--- src/rtl/elevator_pkg.sv ---
// Shared definitions for the elevator request path: floor sizing defaults,
// scheduler state encoding and the car-FSM state constants.
package elevator_pkg;

   localparam int DEF_NUM_FLOORS = 6;
   localparam int DEF_FLOOR_W    = 4;

   typedef enum logic [1:0] {
      ST_IDLE     = 2'b00,
      ST_SELECT   = 2'b01,
      ST_DISPATCH = 2'b10,
      ST_DWELL    = 2'b11
   } sched_state_t;

   typedef enum logic [1:0] {
      CAR_IDLE      = 2'b00,
      CAR_MOVE_UP   = 2'b01,
      CAR_MOVE_DOWN = 2'b10,
      CAR_DOOR      = 2'b11
   } car_state_t;

endpackage

--- src/rtl/call_edge_sync.sv ---
// Two-flop synchronizer per call button followed by a rising-edge detect,
// so a held button yields exactly one single-cycle pulse.
module call_edge_sync
   import elevator_pkg::*;
#(
   parameter int W = DEF_NUM_FLOORS
) (
   input  logic         clk,
   input  logic         rst,
   input  logic [W-1:0] i_async,
   output logic [W-1:0] o_rise
);

   logic [W-1:0] r_sync1;
   logic [W-1:0] r_sync2;
   logic [W-1:0] r_sync3;

   // NOTE: clocked state uses <= so every flop samples the pre-edge value.
   always_ff @(posedge clk) begin
      if (rst) begin
         r_sync1 <= '0;
         r_sync2 <= '0;
         r_sync3 <= '0;
      end else begin
         r_sync1 <= i_async;
         r_sync2 <= r_sync1;
         r_sync3 <= r_sync2;
      end
   end

   assign o_rise = r_sync2 & ~r_sync3;

endmodule

--- src/rtl/floor_request_scheduler.sv ---
// Latches call-button presses and feeds the car FSM one target floor at a
// time using a direction-preserving sweep, with a door dwell at every stop.
module floor_request_scheduler
   import elevator_pkg::*;
#(
   parameter int NUM_FLOORS   = DEF_NUM_FLOORS,
   parameter int FLOOR_W      = DEF_FLOOR_W,
   parameter int DWELL_CYCLES = 10000000
) (
   input  logic                  clk,
   input  logic                  rst,
   input  logic [NUM_FLOORS-1:0] call_btn,
   input  logic [FLOOR_W-1:0]    current_floor,
   input  logic                  car_idle,
   output logic [FLOOR_W-1:0]    requested_floor,
   output logic [NUM_FLOORS-1:0] pending,
   output logic                  door_open,
   output logic                  dir_up
);

   localparam int               CNT_W      = (DWELL_CYCLES > 1) ? $clog2(DWELL_CYCLES) : 1;
   localparam logic [CNT_W-1:0] DWELL_LOAD = CNT_W'(DWELL_CYCLES - 1);

   typedef struct packed {
      logic               found;
      logic [FLOOR_W-1:0] floor;
   } search_t;

   // Pending floor strictly inside (lo, hi): lowest one if lowest, else highest.
   function automatic search_t nearest(input logic [NUM_FLOORS-1:0] p, input int lo,
                                       input int hi, input logic lowest);
      search_t r;
      r = '0;
      for (int i = 0; i < NUM_FLOORS; i++) begin
         if (p[i] && i > lo && i < hi && (!lowest || !r.found)) begin
            r.found = 1'b1;
            r.floor = FLOOR_W'(i);
         end
      end
      return r;
   endfunction

   sched_state_t           r_state, w_state_nxt;
   logic [FLOOR_W-1:0]     r_req, w_req_nxt;
   logic [NUM_FLOORS-1:0]  r_pending, w_pending_nxt;
   logic                   r_dir_up, w_dir_nxt;
   logic                   r_door_open;
   logic [CNT_W-1:0]       r_cnt, w_cnt_nxt;

   logic [NUM_FLOORS-1:0]  w_edge, w_set, w_clr_sel, w_clr_arr;
   logic [NUM_FLOORS-1:0]  w_cur_mask, w_req_mask;
   logic                   w_cur_press, w_arrival;
   int                     w_cur, w_req;
   search_t                w_above, w_below, w_retgt;

   call_edge_sync #(.W(NUM_FLOORS)) u_sync (
      .clk     (clk),
      .rst     (rst),
      .i_async (call_btn),
      .o_rise  (w_edge)
   );

   always_comb begin
      w_cur = int'(current_floor);
      w_req = int'(r_req);
      for (int i = 0; i < NUM_FLOORS; i++) begin
         w_cur_mask[i] = (w_cur == i);
         w_req_mask[i] = (w_req == i);
      end
   end

   // A press at the floor the car is parked on reopens the door instead of latching.
   assign w_cur_press = (|(w_edge & w_cur_mask)) && (r_state == ST_IDLE || r_state == ST_DWELL);
   assign w_set       = w_cur_press ? (w_edge & ~w_cur_mask) : w_edge;
   assign w_arrival   = (r_state == ST_DISPATCH) && car_idle && (current_floor == r_req);

   always_comb begin
      w_above = nearest(r_pending, w_cur, NUM_FLOORS, 1'b1);
      w_below = nearest(r_pending, -1, w_cur, 1'b0);
      if (w_req > w_cur) w_retgt = nearest(r_pending, w_cur, w_req, 1'b1);
      else               w_retgt = nearest(r_pending, w_req, w_cur, 1'b0);
   end

   // NOTE: every signal driven here gets a default first, so no latch can form.
   always_comb begin
      w_state_nxt = r_state;
      w_req_nxt   = r_req;
      w_dir_nxt   = r_dir_up;
      w_cnt_nxt   = r_cnt;
      w_clr_sel   = '0;
      w_clr_arr   = '0;
      case (r_state)
         ST_IDLE: begin
            if (w_cur_press) begin
               w_state_nxt = ST_DWELL;
               w_cnt_nxt   = DWELL_LOAD;
            end else if (|r_pending) begin
               w_state_nxt = ST_SELECT;
            end
         end
         ST_SELECT: begin
            if (r_dir_up) begin
               if (w_above.found) begin
                  w_req_nxt   = w_above.floor;
                  w_state_nxt = ST_DISPATCH;
               end else if (w_below.found) begin
                  w_req_nxt   = w_below.floor;
                  w_dir_nxt   = 1'b0;
                  w_state_nxt = ST_DISPATCH;
               end
            end else begin
               if (w_below.found) begin
                  w_req_nxt   = w_below.floor;
                  w_state_nxt = ST_DISPATCH;
               end else if (w_above.found) begin
                  w_req_nxt   = w_above.floor;
                  w_dir_nxt   = 1'b1;
                  w_state_nxt = ST_DISPATCH;
               end
            end
            if (!w_above.found && !w_below.found) begin
               if (|(r_pending & w_cur_mask)) begin
                  w_clr_sel   = w_cur_mask;
                  w_state_nxt = ST_DWELL;
                  w_cnt_nxt   = DWELL_LOAD;
               end else begin
                  w_state_nxt = ST_IDLE;
               end
            end
         end
         ST_DISPATCH: begin
            if (w_arrival) begin
               w_clr_arr   = w_req_mask;
               w_state_nxt = ST_DWELL;
               w_cnt_nxt   = DWELL_LOAD;
            end else if (w_retgt.found) begin
               w_req_nxt = w_retgt.floor;
            end
         end
         ST_DWELL: begin
            if (w_cur_press) begin
               w_cnt_nxt = DWELL_LOAD;
            end else if (r_cnt == '0) begin
               w_state_nxt = (|r_pending) ? ST_SELECT : ST_IDLE;
            end else begin
               w_cnt_nxt = r_cnt - CNT_W'(1);
            end
         end
         default: w_state_nxt = ST_IDLE;
      endcase
   end

   // New presses beat a select-time clear; the arrival floor's own clear beats everything.
   assign w_pending_nxt = ((r_pending & ~w_clr_sel) | w_set) & ~w_clr_arr;

   always_ff @(posedge clk) begin
      if (rst) begin
         r_state     <= ST_IDLE;
         r_req       <= '0;
         r_pending   <= '0;
         r_dir_up    <= 1'b1;
         r_door_open <= 1'b0;
         r_cnt       <= '0;
      end else begin
         r_state     <= w_state_nxt;
         r_req       <= w_req_nxt;
         r_pending   <= w_pending_nxt;
         r_dir_up    <= w_dir_nxt;
         r_door_open <= (w_state_nxt == ST_DWELL);
         r_cnt       <= w_cnt_nxt;
      end
   end

   assign requested_floor = r_req;
   assign pending         = r_pending;
   assign door_open       = r_door_open;
   assign dir_up          = r_dir_up;

endmodule
--- config.mk ---
export PLATFORM = sky130hd
export DESIGN_NAME = floor_request_scheduler
export DESIGN_NICKNAME = d
export VERILOG_FILES = /design/src/rtl/elevator_pkg.sv /design/src/rtl/call_edge_sync.sv /design/src/rtl/floor_request_scheduler.sv
export SDC_FILE = /design/constraint.sdc
export NUM_CORES = 1
export LEC_CHECK = 0
export ABC_AREA = 1
export ABC_CLOCK_PERIOD_IN_PS = 2810
export CAP_MARGIN = 10
export CORE_MARGIN = 1.5
export CORE_UTILIZATION = 35
export DETAILED_ROUTE_END_ITERATION = 10
export SLEW_MARGIN = 20
export SYNTH_ARGS = -nofsm -noshare
export SYNTH_HDL_FRONTEND = slang
export SYNTH_SLANG_ARGS = --single-unit
--- constraint.sdc ---
create_clock -name clk -period 2.81 [get_ports clk]
set_input_delay 0.7025 -clock clk [delete_from_list [all_inputs] [get_ports clk]]
set_output_delay 0.7025 -clock clk [all_outputs]
set_load 0.02 [all_outputs]
## Yosys cells after proc, flatten, opt, wreduce, memory -nomap -nowiden

Cells that the tools add are included.
W data, S select, Z words.

- Register bits: 56
- Output and inout port bits: 12
- Bits of input ports: 13
- Word-level logic and storage cells: 206

- Order comparisons: 25
- Bitwise gates (word level): 11
- Equal/unequal tests: 23
- Mux-type cells: 70
- Reductions and logical operators: 67
- Add/subtract/negate cells: 1

Operator list:

| kind | count |
|---|---|
| $mux W5 | 30 |
| $mux W24 | 6 |
| $pmux W24 S4 | 1 |
| $logic_and A1 B1 Y1 | 44 |
| $and A6 B6 Y6 | 6 |
| $mux W6 | 6 |
| $mux W4 | 7 |
| $logic_not A24 Y1 | 1 |
| $mux W2 | 12 |
| $not A6 Y6 | 4 |
| $sub A24 B1 Y24 const B | 1 |
| $reduce_or A6 Y1 | 3 |
| $eq A4 B3 Y1 const B | 4 |
| $eq A4 B4 Y1 const B | 4 |
| $gt A1 B4 Y1 const A | 4 |
| $gt A2 B4 Y1 const A | 4 |
| $gt A3 B4 Y1 const A | 4 |
| $lt A1 B4 Y1 const A | 4 |
| $lt A2 B4 Y1 const A | 4 |
| $lt A3 B4 Y1 const A | 4 |
| $logic_not A1 Y1 | 12 |
| $ne A2 B2 Y1 const B | 6 |
| $eq A4 B2 Y1 const B | 2 |
| $logic_not A4 Y1 | 2 |
| 14 further kinds | 22 |

## Longest topological paths before layout

Gate-level depths: netlist (run 1).

- Depth after elaboration: 28
- Mapped depth: 15
- Mapped depth without buffers: 15

## Cells and area by module

A second synthesis (run 1) with hierarchy kept.

- Cell total of the unflattened synthesis: 622
- Area total of the unflattened synthesis: 3806.2 µm²

By module, submodules not included:

| module | cells an instance | seq. area each (µm²) | area an instance (µm²) | instances |
|---|---|---|---|---|
| floor_request_scheduler | 560 | 740.7 | 3261.9 | 1 |
| call_edge_sync | 62 | 360.3 | 544.3 | 1 |

## Worst setup path before layout (run 1)

No wires, ideal clock.

- Path kind: in2reg
- From: input current_floor[2]
- To: register r_cnt[18]
- Required time: 2.678 ns
- Setup slack: 0.580 ns
- Stages on the path: 14
- Path buffers: 1
- Data arrival time: 2.098 ns
- Library setup time: 0.132 ns
- Cell sequence: inv_2 > ha_1 > inv_1 > nor2_1 > nand3_1 > inv_1 > nand3_2 > nand2_1 > inv_1 > a21oi_4 > nand3_4 > buf_6 > nand2_1 > a21oi_1

- Cells in the longest elaborated chain, start to end: 22
- Elaborated cells on any way between the ends: 70
- Those cells by class: 12 x order compare; 11 x eq/ne; 14 x mux; 2 x bitwise; 31 x reduce/logical

Ends and longest elaborated chain:

| what | RTL line | source |
|---|---|---|
| from (decl) | floor_request_scheduler.sv:13 | `input logic [FLOOR_W-1:0] current_floor,` |
| $gt A1 B4 Y1 | floor_request_scheduler.sv:35 | `if (p[i] && i > lo && i < hi && (!lowest \|\| !r.found)) begin` |
| $logic_and A1 B1 Y1 | floor_request_scheduler.sv:35 |  |
| $mux W5 | floor_request_scheduler.sv:35 |  |
| $logic_not A1 Y1 | floor_request_scheduler.sv:35 |  |
| $logic_and A1 B1 Y1 | floor_request_scheduler.sv:35 |  |
| $mux W5 | floor_request_scheduler.sv:35 |  |
| $logic_not A1 Y1 | floor_request_scheduler.sv:35 |  |
| $logic_and A1 B1 Y1 | floor_request_scheduler.sv:35 |  |
| [6 not listed] | - |  |
| $mux W5 | floor_request_scheduler.sv:35 |  |
| $logic_not A1 Y1 | floor_request_scheduler.sv:35 |  |
| $logic_and A1 B1 Y1 | floor_request_scheduler.sv:35 |  |
| $mux W5 | floor_request_scheduler.sv:35 |  |
| $logic_not A1 Y1 | floor_request_scheduler.sv:121 | `if (!w_above.found && !w_below.found) begin` |
| $logic_and A1 B1 Y1 | floor_request_scheduler.sv:121 |  |
| $ne A2 B2 Y1 (no line) | - |  |
| $reduce_and A5 Y1 (no line) | - |  |
| to (signal assigned) | floor_request_scheduler.sv:170 | `r_cnt <= w_cnt_nxt;` |
| to (decl) | floor_request_scheduler.sv:48 | `logic [CNT_W-1:0] r_cnt, w_cnt_nxt;` |

Parallel ways exist; a longest one is shown, timed or not.
A chain may end at the register's enable or synchronous reset.

## Final worst setup path (run 1)

- From: input current_floor[2]
- To: register r_pending[1] (netlist: pending[1])

- Cells in the longest elaborated chain, start to end: 26
- Elaborated cells on any way between the ends: 75
- Those cells by class: 12 x order compare; 6 x eq/ne; 18 x mux; 9 x bitwise; 30 x reduce/logical

Ends and longest elaborated chain:

| what | RTL line | source |
|---|---|---|
| $gt A1 B4 Y1 | floor_request_scheduler.sv:35 |  |
| $logic_and A1 B1 Y1 | floor_request_scheduler.sv:35 |  |
| $mux W5 | floor_request_scheduler.sv:35 |  |
| $logic_not A1 Y1 | floor_request_scheduler.sv:35 |  |
| $logic_and A1 B1 Y1 | floor_request_scheduler.sv:35 |  |
| $mux W5 | floor_request_scheduler.sv:35 |  |
| $logic_not A1 Y1 | floor_request_scheduler.sv:35 |  |
| $logic_and A1 B1 Y1 | floor_request_scheduler.sv:35 |  |
| [10 not listed] | - |  |
| $logic_not A1 Y1 | floor_request_scheduler.sv:121 |  |
| $logic_and A1 B1 Y1 | floor_request_scheduler.sv:121 |  |
| $mux W6 | floor_request_scheduler.sv:121 |  |
| $mux W6 | floor_request_scheduler.sv:92 | `case (r_state)` |
| $not A6 Y6 | floor_request_scheduler.sv:154 | `assign w_pending_nxt = ((r_pending & ~w_clr_sel) \| w_set) & ~w_clr_arr;` |
| $and A6 B6 Y6 | floor_request_scheduler.sv:154 |  |
| $or A6 B6 Y6 | floor_request_scheduler.sv:154 |  |
| $and A6 B6 Y6 (*) | floor_request_scheduler.sv:154 |  |
| to (signal assigned) | floor_request_scheduler.sv:167 | `r_pending <= w_pending_nxt;` |
| to (decl) | floor_request_scheduler.sv:45 | `logic [NUM_FLOORS-1:0] r_pending, w_pending_nxt;` |

Mark *: on every way between the ends. The rest lies on a longest branch, timed or not.

==> results of run 1 <==
==> critical path, delay by kind of cell <==
kind / cells / cell delay (ns)
AOI/OAI and AO/OA: 1 / 0.17
buffers and inverters: 5 / 0.90
and+or+nand+nor: 9 / 1.04
==> synth_stat cells, types with 4 or more instances <==
| library cell | instances | area [um2] |
|---|---|---|
| nand2_2 | 6 | 37.5 |
| xor2_1 | 9 | 78.8 |
| nand3_2 | 5 | 50.1 |
| a21oi_1 | 39 | 195 |
| buf_6 | 5 | 56.3 |
| clkbuf_1 | 10 | 37.5 |
| inv_2 | 9 | 33.8 |
| dfxtp_1 | 55 | 1100 |
| nand3_1 | 56 | 280 |
| nor2_1 | 96 | 360 |
| nand2_1 | 148 | 556 |
| inv_1 | 69 | 259 |
| o21ai_0 | 11 | 55.1 |
| buf_2 | 6 | 30.0 |
| nand3b_1 | 11 | 82.6 |
| ha_1 | 8 | 100 |
| nor2_2 | 8 | 50.1 |
| nor3b_1 | 4 | 30.0 |
| nand4_1 | 22 | 138 |
==> sequential cells by signal, summed over array words and instances (netlist names) <==
signal and cells:
door_open 1, u_sync.r_sync2 6, requested_floor 3, pending 6
r_cnt 24, u_sync.r_sync3 6, dir_up 1, r_state 2
u_sync.r_sync1 6
==> per-stage QoR <==
stage          worst slack, ns  cell area, um2  power, W
6_report                 0.230            4450   0.00409
5_1_grt                 0.0512            4450   0.00450
4_1_cts                  0.236            4450   0.00410
3_5_place_dp            -0.110            4350   0.00361
3_3_place_gp            -0.123            4350   0.00357
2_1_floorplan            0.580            3810   0.00305
==> how the worst max path moves through the flow <==
stage | start | end | cells past startpoint
after floorplan | current_floor[2] | r_cnt[18] | 14
after global placement | current_floor[2] | pending[1] | 14
after detailed placement | current_floor[2] | pending[1] | 15
after CTS | current_floor[2] | pending[1] | 15
after global routing | current_floor[2] | r_cnt[8] | 14
final | current_floor[2] | pending[1] | 15
==> layout make-up <==
| type | instances | area (um2) | area share (%) |
|---|---|---|---|
| clock buffer | 5 | 68.8 | 1.55 |
| multi-input combinational | 452 | 2270 | 51.0 |
| clock inverter | 3 | 26.3 | 0.591 |
| inverter | 79 | 297 | 6.67 |
| timing repair buffer | 58 | 518 | 11.6 |
| sequential | 55 | 1100 | 24.8 |
| tap | 136 | 170 | 3.83 |
==> power breakdown <==
group / internal, W / switching [W]
Combinational: 0.000929 / 0.00154
Sequential: 0.000942 / 0.000194
Clock: 0.000184 / 0.000298
==> layer usage <==
layer  vias up  GRT usage (%)  wire length [um]
met4         0           4.42                85
met2        75           29.6              4380
met3         5           2.54               368
met1      1719           24.9              4920
met5         -              0                 0
li1       2029              -                 -
==> cells by family (layout without fill, tap and decap cells) <==
| kind of cell | Yosys count | after routing |
|---|---|---|
| other | 1 | 1 |
| AOI/OAI and AO/OA | 63 | 63 |
| xor gates and xnor gates | 12 | 12 |
| buffers and inverters | 103 | 145 |
| adders and majority gates | 8 | 8 |
| DFF | 55 | 55 |
| and+or+nand+nor | 368 | 368 |
==> flow_summary.toml, run 1 <==
[sta]
fin_crit_sh_pct = 91.8
setup-violations-final = 0
timing.final.hold_violations = 0
fin_crit_ns = 2.58
relSlewSlack_pct = 53.8
whs_ns = 0.406
worst_pin_slew_ns = 0.690
drv_slew = 0
setup_tns_ns = 0
finClkSkew_ns = 0.0154
rsz0062_at_grt = "no"
fmax_ghz = 0.388

[final_layout]
drive_above_1_share_pct = 12.4
final_util_pct = 42.5
final_common_cell = "nand2_1"
instances_no_fill = 788
nNetsFinal = 672
areaGrowthSynthToFinish_pct = 16.7
fillCellCount = 1132
antenna_cells = 0
mostFrequentLayoutCells = "nand2_1, nor2_1, inv_1"

[setup_path]
slowest_stage = "clkdlybuf4s50_1"
crit_chain = "clkdlybuf4s50_1 -> buf_4 -> nor2_4 -> buf_4 -> inv_2 -> nand3_2 -> nand2_1 -> inv_2 -> nand2_1 -> nor2_2 -> nand3_2 -> o21ai_1 -> nand2_1 -> nand2_1 -> nor2_1"
timing.rr.end = "r_cnt[21]"
crit_type = "input pin to flip-flop"
required_ns = 3.05
crit_top_cell = "nand2_1"
rrSetupSlack_ns = 0.62
crit_path_max_fanout = 10
cpPeakStageDelay_ns = 0.44
worst_r2r_path_depth = 10
crit_path_start_kind = "input pin"
cp-end-kind = "flip-flop"
arrival_ns = 2.82
r2r-start = "r_cnt[0]"

[cts]
cts_tree = "yes"
cts.path.max_buffers = 2
postCtsSetupBuffers = 0
cts_made_buffers = 5
cts.clk_slew.worst_paths_ns = 0.12
cts_hold_buf = 0
cts_sinks = 55
htreeDepth = 2
cts_resized = 0
clock_latency_ns = 0.33
cts_root_buf = "clkbuf_8"

[pwr]
power_density_nw_per_um2 = 919
ir_worst_vdd_v = 0.000547
power.leakage_nw = 2.08

[global_route]
grt_pass1_vias = 3619
grt_max_degree = 43
grt.total_usage_pct = 18.0
grt_pass1_wl_um = 16900
antenna_found_initial = 0
overflow = 0

[detailed_routing]
via_per_inst = 4.86
route.detailed.drc = 0
final_antenna_net_count = 0
dr.first_iter.drc_count = 252
dr.pass1.iters = 5
num_vias = 3828
drt_wl_total_um = 9750
wl_per_cell_um = 12.4

[logic_synthesis]
syn_inst = 610
synth_xor_area_share_pct = 2.76
synth_edf_count = 0
synth_compound_area_share_pct = 9.43
synthArstFlopShare_pct = 0
seq_area_frac_synth_pct = 28.9
yosys.area_share.adder_pct = 2.63
synth_simple_gate_area_share_pct = 44.6
synth_top_family_by_area = "simple AND/OR/NAND/NOR gates"
avgSynthCellArea_um2 = 6.25
mappedNetlistArea_um2 = 3810
ys_seq_elements = 55
synth_ff_type = "dfxtp_1"
synth.net_count = 631
synthMuxAreaShare_pct = 0
synth_cell_types = 38
yosys_warnings = 0

[hold_path]
hp-class = "flip-flop to flip-flop"
hold_depth = 2
min_to = "u_sync.r_sync2[2]"
holdCritStartpoint = "u_sync.r_sync1[2]"

[placed_design]
routabilityCongestion = 0.895
hpwl_um = 7290
io_buffers = 23
place_inst = 780

[floorplanning]
placementRows = 37
num_io_pins = 25
coreArea_um2 = 10500
initial_utilization_pct = 36.4
die_y_um = 107
die_width_um = 107
dieArea_um2 = 11500

[outcome]
status = "complete, no violations"

[job]
maxCapViolations = 0
No activity file was read; power rests on OpenSTA's default activity.
==> inputs of run 2 (changes only) <==
Settings changed: CAP_MARGIN 10 to 25, HOLD_SLACK_MARGIN set to 0.1.
==> results of run 2 <==
Final layout, timing and power as in run 1 (identical DEF).
==> inputs of run 3 (changes only) <==
--- a/constraint.sdc
+++ b/constraint.sdc
@@ -3,2 +3,2 @@
 set_output_delay 0.7025 -clock clk [all_outputs]
-set_load 0.02 [all_outputs]
+set_load 0.1 [all_outputs]
==> run 3 against run 2 <==
Against the previous run: critical path depth did not move; design area rose by 0.59%; combinational power rose by 13%; utilization rose by 0.25 points; critical endpoint is now r_cnt[1]; largest cell class unchanged; largest power group unchanged; highest routed layer unchanged.
==> flow_summary.toml, run 3 (synthesis gave the netlist of run 1 again) <==
[final_layout]
largest_reg_flops = 24
final_common_cell = "nand2_1"
areaGrowthSynthToFinish_pct = 17.4
final_util_pct = 42.8
antenna_cells = 0
largest_register = "r_cnt"
fillCellCount = 1151
multiInputGateArea_um2 = 2300
mostFrequentLayoutCells = "nand2_1, nor2_1, inv_1"
regArea_um2 = 1100
drive_above_1_share_pct = 14.9
nNetsFinal = 677

[floorplanning]
die_y_um = 107
die_width_um = 107
initial_utilization_pct = 36.4
num_io_pins = 25
coreArea_um2 = 10500
dieArea_um2 = 11500
placementRows = 37

[sta]
fin_crit_ns = 2.66
drv_slew = 0
worst_pin_slew_ns = 0.710
setup_tns_ns = 0
relSlewSlack_pct = 52.5
finClkSkew_ns = 0.0121
setup-violations-final = 0
fmax_ghz = 0.376
timing.final.hold_violations = 0
rsz0062_at_grt = "yes"
fin_crit_sh_pct = 94.5

[detailed_routing]
num_vias = 3964
drt_wl_total_um = 10200
routed.top_layer = "met4"
dr.first_iter.drc_count = 282
wl_met1_um = 4910
dr.pass1.iters = 5
final_antenna_net_count = 0
via_per_inst = 5.00
route.detailed.drc = 0
met2_length_um = 4590
wl_met3_um = 577
wl_per_cell_um = 12.9

[global_route]
grt_pass1_vias = 3539
overflow = 0
grt_max_degree = 43
antenna_found_initial = 0
grt_pass1_wl_um = 16900
grt.total_usage_pct = 18.0

[pwr]
power.leakage_nw = 2.12
power_density_nw_per_um2 = 987
ir_worst_vdd_v = 0.000517

[cts]
clock_latency_ns = 0.33
cts_root_buf = "clkbuf_8"
cts_made_buffers = 5
cts.path.max_buffers = 2
cts.clk_slew.worst_paths_ns = 0.10
cts_hold_buf = 0
htreeDepth = 2
cts_tree = "yes"
cts_sinks = 55

[setup_path]
cpPeakStageDelay_ns = 0.50
crit_type = "input pin to flip-flop"
crit_top_cell = "inv_1"
crit_chain = "clkdlybuf4s50_1 -> inv_2 -> ha_1 -> inv_1 -> nor2_2 -> nand3_1 -> inv_1 -> nand3_2 -> nand2_1 -> inv_1 -> a21oi_4 -> buf_4 -> nand3_4 -> nand2_1 -> a21oi_1"
worst-path-buf-inv = 6
critPathTopFamily = "buffers and inverters"
required_ns = 3.03
cp-end-kind = "flip-flop"
crit_path_max_fanout = 6
slowest_stage = "clkdlybuf4s50_1"
arrival_ns = 2.88
crit_path_start_kind = "input pin"

[placed_design]
hpwl_um = 7450
io_buffers = 23
routabilityCongestion = 0.920

[hold_path]
hp-class = "flip-flop to flip-flop"

[outcome]
status = "complete, no violations"

[job]
maxCapViolations = 0
## run 3: changes by cell type in the layout (fill, tap and decap cells not counted)
cell,before,now
buf_6,0,1
clkdlybuf4s50_1,23,12
nand3_4,2,3
nor2_1,96,95
buf_4,33,45
nor2_2,8,9
buf_2,0,1
nand3_2,5,6
## run 3: metrics by stage
stage	hold WS, ns	setup slack, ns	power, W	cells	area (um2)
global route	0.428	-0.0183	0.00481	793	4470
finish	0.407	0.154	0.00442	793	4470
detailed placement	0.393	-0.138	0.00380	779	4320
CTS	0.409	0.207	0.00430	787	4410
floorplan	0.388	0.159	0.00324	610	3810
global placement	0.394	-0.132	0.00376	779	4320
## run 3: timing repair
action / 4_1_cts / 5_1_grt
resized for setup: 0 / 3
setup endpoints to repair: 0 / 19
setup buffers: 0 / 3
## run 3: area by class of cell
class,count,area share [%]
Tap cell,136,3.80
Clock buffer,5,1.54
Multi-Input combinational cell,454,51.3
Inverter,79,6.63
Timing Repair Buffer,61,11.5
Sequential cell,55,24.6
Clock inverter,3,0.587
## run 3: tightest hold or removal path, delay by kind of cell (launching register included)
family	cells	cell delay, ns
buffers and inverters	1	0.04
AND/OR/NAND/NOR	1	0.03
flip-flops	1	0.31
## run 3: where the power goes
group | leakage (nW) | total [W] | internal, W | switching (W)
sequential | 0.451 | 0.00115 | 0.000942 | 0.000204
clock | 0.0491 | 0.000486 | 0.000184 | 0.000301
combinational | 1.62 | 0.00278 | 0.000964 | 0.00182
total | 2.12 | 0.00441 | 0.00209 | 0.00232
## run 3: path summary, 6_finish.rpt
path	startpoint	end	slack (ns)	cells past startpoint
setup reg to reg	requested_floor[2]	r_cnt[1]	0.53	13
setup / recovery	current_floor[2]	r_cnt[1]	0.15	15
hold reg to reg	u_sync.r_sync1[1]	u_sync.r_sync2[1]	0.41	2
hold / removal	u_sync.r_sync1[1]	u_sync.r_sync2[1]	0.41	2
## run 3: layer usage
metal	up-vias	global-route usage, %
met5	-	0
li1	2038	-
met2	120	28.4
met1	1792	25.3
met3	14	2.72
met4	0	5.83
